`config.mk`:
```
export PLATFORM = sky130hd
export DESIGN_NAME = audio_pwm_out_flat
export DESIGN_NICKNAME = d
export VERILOG_FILES = /design/src/rtl/audio_pwm_out_if.sv /design/src/rtl/audio_pwm_out.sv /design/src/flat_wrapper.sv
export SDC_FILE = /design/constraint.sdc
export NUM_CORES = 1
export LEC_CHECK = 0
export ABC_AREA = 0
export ABC_CLOCK_PERIOD_IN_PS = 1700
export CAP_MARGIN = 10
export CORE_MARGIN = 4
export CORE_UTILIZATION = 50
export DETAILED_ROUTE_END_ITERATION = 12
export MAX_ROUTING_LAYER = met4
export PLACE_DENSITY = 0.75
export SKIP_LAST_GASP = 1
export SLEW_MARGIN = 10
export SYNTH_ARGS = -nofsm -noshare
export SYNTH_HDL_FRONTEND = slang
export SYNTH_SLANG_ARGS = --single-unit
```
`constraint.sdc`:
```
create_clock -name IwClk -period 1.7 [get_ports IwClk]
set_clock_uncertainty 0.05 [all_clocks]
set_input_delay 0.34 -clock IwClk [delete_from_list [all_inputs] [get_ports IwClk]]
set_output_delay 0.34 -clock IwClk [all_outputs]
set_load 0.05 [all_outputs]
```
`src/rtl/audio_pwm_out_if.sv`:
```
// FIFO-head bus between the sound FIFO (master) and audio_pwm_out (slave).
// The slave advances the FIFO by pulsing OwNextAudioSamples once per 16-bit word.
interface audio_pwm_out_if;
    logic [15:0] IbAudioSamples;
    logic        OwNextAudioSamples;

    modport master (output IbAudioSamples, input OwNextAudioSamples);
    modport slave  (input IbAudioSamples, output OwNextAudioSamples);
endinterface

```
`src/rtl/audio_pwm_out.sv`:
```
// Plays packed 8-bit signed sample pairs from the sound FIFO as 8-bit PWM audio.
// Optional attenuation input IbVolume is compiled in when AUDIO_VOLUME_EN is defined.
module audio_pwm_out #(
    parameter int DIVIDER = 3052
) (
    input  logic              IwClk,
    input  logic              IwRst_n,
    input  logic              IwEnable,
`ifdef AUDIO_VOLUME_EN
    input  logic [1:0]        IbVolume,
`endif
    audio_pwm_out_if.slave    fifo,
    output logic signed [7:0] ObSample,
    output logic              OwSampleStrobe,
    output logic              OwPwm
);

    localparam logic [15:0] DIV_LAST = 16'(DIVIDER - 1);

    typedef enum logic [1:0] {IDLE, PLAY_LO, PLAY_HI} state_t;

    state_t             r_state;
    logic [15:0]        r_div_cnt;
    logic [15:0]        r_hold;
    logic signed [7:0]  r_sample;
    logic               r_strobe;
    logic               r_next;
    logic [7:0]         r_pend_duty;
    logic [7:0]         r_act_duty;
    logic [7:0]         r_pwm_cnt;
    logic               r_pwm;

    logic               w_tick;
    logic [1:0]         w_shift;
    logic signed [7:0]  w_raw;
    logic signed [7:0]  w_play;

    function automatic logic signed [7:0] attenuate(input logic signed [7:0] s,
                                                    input logic [1:0] sh);
        return s >>> sh;
    endfunction

    // Two's complement to offset binary: flipping the sign bit maps -128..127 onto 0..255.
    function automatic logic [7:0] to_offset(input logic signed [7:0] s);
        return s ^ 8'h80;
    endfunction

`ifdef AUDIO_VOLUME_EN
    assign w_shift = IbVolume;
`else
    assign w_shift = 2'd0;
`endif

    assign w_tick = IwEnable && (r_div_cnt == 16'd0);
    assign w_raw  = (r_state == PLAY_HI) ? r_hold[15:8] : fifo.IbAudioSamples[7:0];
    assign w_play = attenuate(w_raw, w_shift);

    always_ff @(posedge IwClk or negedge IwRst_n) begin
        if (!IwRst_n) begin
            r_div_cnt <= 16'd0;
        end else if (!IwEnable || r_div_cnt == DIV_LAST) begin
            r_div_cnt <= 16'd0;
        end else begin
            r_div_cnt <= r_div_cnt + 16'd1;
        end
    end

    // IDLE shares the PLAY_LO action: the first enabled cycle is always a tick.
    always_ff @(posedge IwClk or negedge IwRst_n) begin
        if (!IwRst_n) begin
            r_state     <= IDLE;
            r_hold      <= 16'd0;
            r_sample    <= 8'sd0;
            r_strobe    <= 1'b0;
            r_next      <= 1'b0;
            r_pend_duty <= 8'h80;
        end else begin
            r_strobe <= 1'b0;
            r_next   <= 1'b0;
            if (!IwEnable) begin
                r_state     <= IDLE;
                r_pend_duty <= 8'h80;
            end else if (w_tick) begin
                r_sample    <= w_play;
                r_strobe    <= 1'b1;
                r_pend_duty <= to_offset(w_play);
                case (r_state)
                    IDLE, PLAY_LO: begin
                        r_hold  <= fifo.IbAudioSamples;
                        r_next  <= 1'b1;
                        r_state <= PLAY_HI;
                    end
                    PLAY_HI: r_state <= PLAY_LO;
                    default: r_state <= IDLE;
                endcase
            end
        end
    end

    // Duty is reloaded only at the period wrap so a period never changes width mid-way.
    always_ff @(posedge IwClk or negedge IwRst_n) begin
        if (!IwRst_n) begin
            r_pwm_cnt  <= 8'd0;
            r_act_duty <= 8'h80;
            r_pwm      <= 1'b0;
        end else begin
            r_pwm_cnt <= r_pwm_cnt + 8'd1;
            r_pwm     <= (r_pwm_cnt < r_act_duty);
            if (r_pwm_cnt == 8'hFF) begin
                r_act_duty <= r_pend_duty;
            end
        end
    end

    assign fifo.OwNextAudioSamples = r_next;
    assign ObSample                = r_sample;
    assign OwSampleStrobe          = r_strobe;
    assign OwPwm                   = r_pwm;

endmodule

```
`src/flat_wrapper.sv`:
```
// flat-port wrapper written by rule: the top's interface ports become plain ports
module audio_pwm_out_flat 
#(
    parameter int DIVIDER = 3052
)
  (IwClk, IwRst_n, IwEnable, ObSample, OwSampleStrobe, OwPwm, fifo_IbAudioSamples, fifo_OwNextAudioSamples);
  audio_pwm_out_if fifo_i ();
  input  logic IwClk;
  input  logic IwRst_n;
  input  logic IwEnable;
  output logic signed [7:0] ObSample;
  output logic OwSampleStrobe;
  output logic OwPwm;
  input wire logic [$bits(fifo_i.IbAudioSamples)-1:0] fifo_IbAudioSamples;
  output wire logic [$bits(fifo_i.OwNextAudioSamples)-1:0] fifo_OwNextAudioSamples;
  assign fifo_i.IbAudioSamples = fifo_IbAudioSamples;
  assign fifo_OwNextAudioSamples = fifo_i.OwNextAudioSamples;
  audio_pwm_out #(.DIVIDER(DIVIDER)) u_core (.IwClk(IwClk), .IwRst_n(IwRst_n), .IwEnable(IwEnable), .fifo(fifo_i), .ObSample(ObSample), .OwSampleStrobe(OwSampleStrobe), .OwPwm(OwPwm));
endmodule
```
==> implementation parameters <==
Parameter                              Value

Status
  Status    finished, violations left
  Violated checks    setup timing

Global routing
  Global-route wire length before repair    9580 microns
  GRT met2 Usage    30.9%
  Antenna violations before repair    0
  Number of global-route vias before repair    2,088
  Total global-route track usage    19.9%
  Layer with the highest usage after global routing    met2
  Met3 Use GR    3.29%
  M1 GR Usage    25.4%
  Largest net degree at the start of global routing    62
  Congestion Overflow GR    0

Timing
  Slew of the pin with the lowest slew margin    0.378 ns
  Number of hold violations in the final report    0
  Slack of the critical path    -0.177 ns
  Unrepaired setup endpoints after global routing    true
  Slew Limit Fails    0
  Time the worst path needs with I/O delays and setup    1.88 ns
  Total setup violations reported at the end of the flow    26
  Final Cycle Share    110%
  Maximum clock frequency    0.533 GHz
  Max transition margin    74.1%
  Final total negative setup slack    -2.54 ns

Synth
  Post-synthesis instance total    240
  Proportion of synthesized chip area in sequential cells    55.7%
  Main combinational cell family by area after synthesis    simple AND/OR/NAND/NOR gates
  Post-synthesis mux area share    9.44%
  Synth warnings    0
  #FFs+latches synth    61
  Xor and xnor area share after synthesis    5.75%
  Total standard cell area after synthesis    0.00274 sq mm
  Arithmetic-cell share of the synthesized area counting full adders, half adders and majority gates    4.56%
  Simple-gate share of the synthesized area    15.0%
  Post-synthesis net count    269
  Complex-gate fraction of the synthesized area    6.57%
  Average size of a mapped cell    11.4 sq um
  Number of distinct library cells after synthesis    38

Setup path
  Reg-to-reg critical path endpoint    u_core.r_hold[14]
  Type of destination of the critical path    flop
  Number of buffer and inverter instances along the worst setup path    2
  Slowest stage delay, CP    0.39 ns
  Worst setup path endpoint    u_core.r_hold[14]
  Setup Crit Path Kind    reg2reg
  Critical path fanouts, max    4
  Cell count along the critical path    7
  Data arrival time of the critical path    2.06 ns
  CP cell instances    inv_1 > ha_1 > nor4b_4 > nand4_1 > buf_6 > nor2_4 > mux2_4
  Critical Path Source    u_core.r_div_cnt[1]
  Reg-to-reg startpoint    u_core.r_div_cnt[1]
  Family of cells with the greatest summed delay on the critical path    simple AND/OR/NAND/NOR gates
  CP Launch Type    flop
  Logic depth of the worst register-to-register path    7
  Required arrival time at the worst endpoint    1.89 ns
  Cell at the slowest stage of the critical path    sky130_fd_sc_hd__dfrtp_1
  Register-to-register setup slack    -0.18 ns

Clock tree
  Clock network latency to the later pin of the worst-skew pair    0.35 ns
  Clock buffer count from CTS    9
  Library cell used as clock root buffer    sky130_fd_sc_hd__clkbuf_8
  Clock edge transition at the registers on the reported setup and hold paths    0.08 ns
  Deepest level of the CTS H-tree    3
  TritonCTS clock tree    built
  Number of clock sinks seen by CTS    61
  Max clock buf depth    2

Final layout
  Layout overhead on the synthesized area    44.2%
  Number of nets in the layout    356
  Antenna diode instance count    0
  Multi-input gate area    0.00130 sq mm
  Final core utilization    76.0%
  Ratio of cells with drive above 1 in the final layout    39.5%
  Total non-filler cell area in the finished layout    0.00395 sq mm
  Area taken by flip-flops and latches    0.00153 sq mm
  Number of filler instances in the final layout    297

Pwr
  Power Dens Cells    1070 mW/mm^2
  Overall power    4.25 mW
  Worst vdd ir    986 uV
  P_leak    1.86 nW

Place
  Weighted congestion at the end of routability-driven global placement    0.889
  Post-placement setup slack    -0.502 ns
  Post-place instance area    0.00340 sq mm
  Number of buffers inserted by port buffering    29
  Half-perimeter wire length after detailed placement    3820 microns

Drt
  DR vias/cell    5.43
  Number of vias in the routed layout    2,181
  Post-route antenna net violation count    0
  First-pass iteration count of the detailed router    4
  Per-cell routed wire length    17.6 microns
  Final Routed Wirelength    7070 microns
  Number of remaining DRC errors    0
  Number of DRC violations after detailed-routing iteration 0    98

Floorplanning
  Die boundary width    82.1 microns
  Effective utilization at floorplan    52.7%
  Standard-cell row count    26
  Die boundary height    82.1 microns
  Core area    0.00520 sq mm
  Count of boundary I/O pins    30
  Die Footprint    0.00673 sq mm

Job
  Max capacitance violation total    0

Worst hold path
  Min-Delay Path Class    reg2reg
==> worst min-delay path, stage by stage, from the launching register on <==
cell and delay, ns:
sky130_fd_sc_hd__dfrtp_1 0.35, sky130_fd_sc_hd__nand2_1 0.05, sky130_fd_sc_hd__o21ai_1 0.06
==> final cells by class <==
class	instances	share of cell area, %
Clock buffer	9	3.13
Clock inverter	7	3.07
Inverter	15	1.42
Multi-Input combinational cell	159	32.8
Sequential cell	61	38.8
Tap cell	70	2.22
Timing Repair Buffer	81	18.6
==> sequential cells by signal, summed over array words and instances (netlist names) <==
name,cells
u_core.ObSample,8
u_core.OwPwm,1
u_core.OwSampleStrobe,1
u_core.fifo.OwNextAudioSamples,1
u_core.r_act_duty,8
u_core.r_div_cnt,16
u_core.r_hold,8
u_core.r_pend_duty,8
u_core.r_pwm_cnt,8
u_core.r_state,2
==> how the worst min path moves through the flow <==
| stage | slack [ns] | start | to | cells after the start |
|---|---|---|---|---|
| 6_report | 0.44 | u_core.r_pend_duty[1] | u_core.r_pend_duty[1] | 2 |
| 5_1_grt | 0.48 | u_core.r_act_duty[1] | u_core.r_act_duty[1] | 1 |
| 4_1_cts | 0.44 | u_core.r_pend_duty[3] | u_core.r_pend_duty[3] | 2 |
| 3_5_place_dp | 0.32 | IwRst_n | u_core.r_div_cnt[14] | 2 |
| 3_3_place_gp | 0.32 | IwRst_n | u_core.r_div_cnt[2] | 2 |
| 2_1_floorplan | -0.006 | IwRst_n | u_core.ObSample[0] | 0 |
==> placed cells by master, fill, tap and decap left out, drive strengths merged, types with 3 or more instances in the layout <==
cell type      netlist  layout
buf                  2      62
dfrtp               59      59
nand2               22      22
nor2                20      21
clkdlybuf4s50        0      17
inv                 15      17
o21ai               17      17
mux2                15      15
xnor2               12      12
clkbuf               4      10
ha                  10      10
mux2i                9       9
nand3                8       8
xor2                 6       6
nand4                6       6
nor3                 6       6
a21o                 5       5
nor4                 4       4
a21oi                4       4
bufinv               0       3
==> cells by family after synthesis <==
family / Yosys count
DFF: 61
muxes: 24
AOI/OAI and AO/OA: 30
and+or+nand+nor: 76
buffers and inverters: 21
xor gates and xnor gates: 18
adders and majority gates: 10
==> stage by stage <==
| stage | std cells | hold WS [ns] |
|---|---|---|
| 2_1_floorplan | 240 | -0.00559 |
| 3_3_place_gp | 371 | 0.318 |
| 3_5_place_dp | 371 | 0.321 |
| 4_1_cts | 397 | 0.440 |
| 5_1_grt | 402 | 0.477 |
| 6_report | 402 | 0.440 |
==> power by group <==
group	internal [mW]	total [mW]	switching [mW]
Combinational	0.381	0.901	0.519
Sequential	1.62	1.73	0.115
Clock	0.984	1.62	0.634
==> routing by layer <==
layer,up-vias,routed length (microns)
li1,1004,-
met1,1084,2970
met2,76,3520
met3,17,431
met4,0,146
met5,-,0
==> cells in the mapped netlist (all sizes together) <==
cell type | instances | share of area, %
o31ai | 1 | 0.46
xor2 | 6 | 1.9
nor3 | 6 | 1.1
or4 | 1 | 0.41
or3 | 2 | 0.46
dfstp | 2 | 1.9
and3 | 1 | 0.23
inv | 15 | 2.1
clkbuf | 4 | 0.55
buf | 2 | 0.32
xnor2 | 12 | 3.8
a21o | 5 | 1.4
a21oi | 4 | 0.73
nor4 | 4 | 1.4
a211oi | 1 | 0.27
and4 | 1 | 0.32
nor2b | 1 | 0.23
o31a | 1 | 0.32
nand2 | 22 | 3.0
nand2b | 2 | 0.46
o21ai | 17 | 3.1
nand3 | 8 | 1.6
nor2 | 20 | 3.0
nor4b | 2 | 0.87
a41oi | 1 | 0.32
ha | 10 | 4.6
nand4 | 6 | 1.9
dfrtp | 59 | 54
mux2 | 15 | 6.2
mux2i | 9 | 3.3
==> timing repair <==
action,CTS,global route
setup endpoints to repair,12,49
pin swaps,3,5
setup buffers,8,2
resized for setup,17,39
hold buffers,1,0
gates cloned,1,3
hold endpoints to repair,59,0
Note: power is estimated with default switching activity, not from simulation.
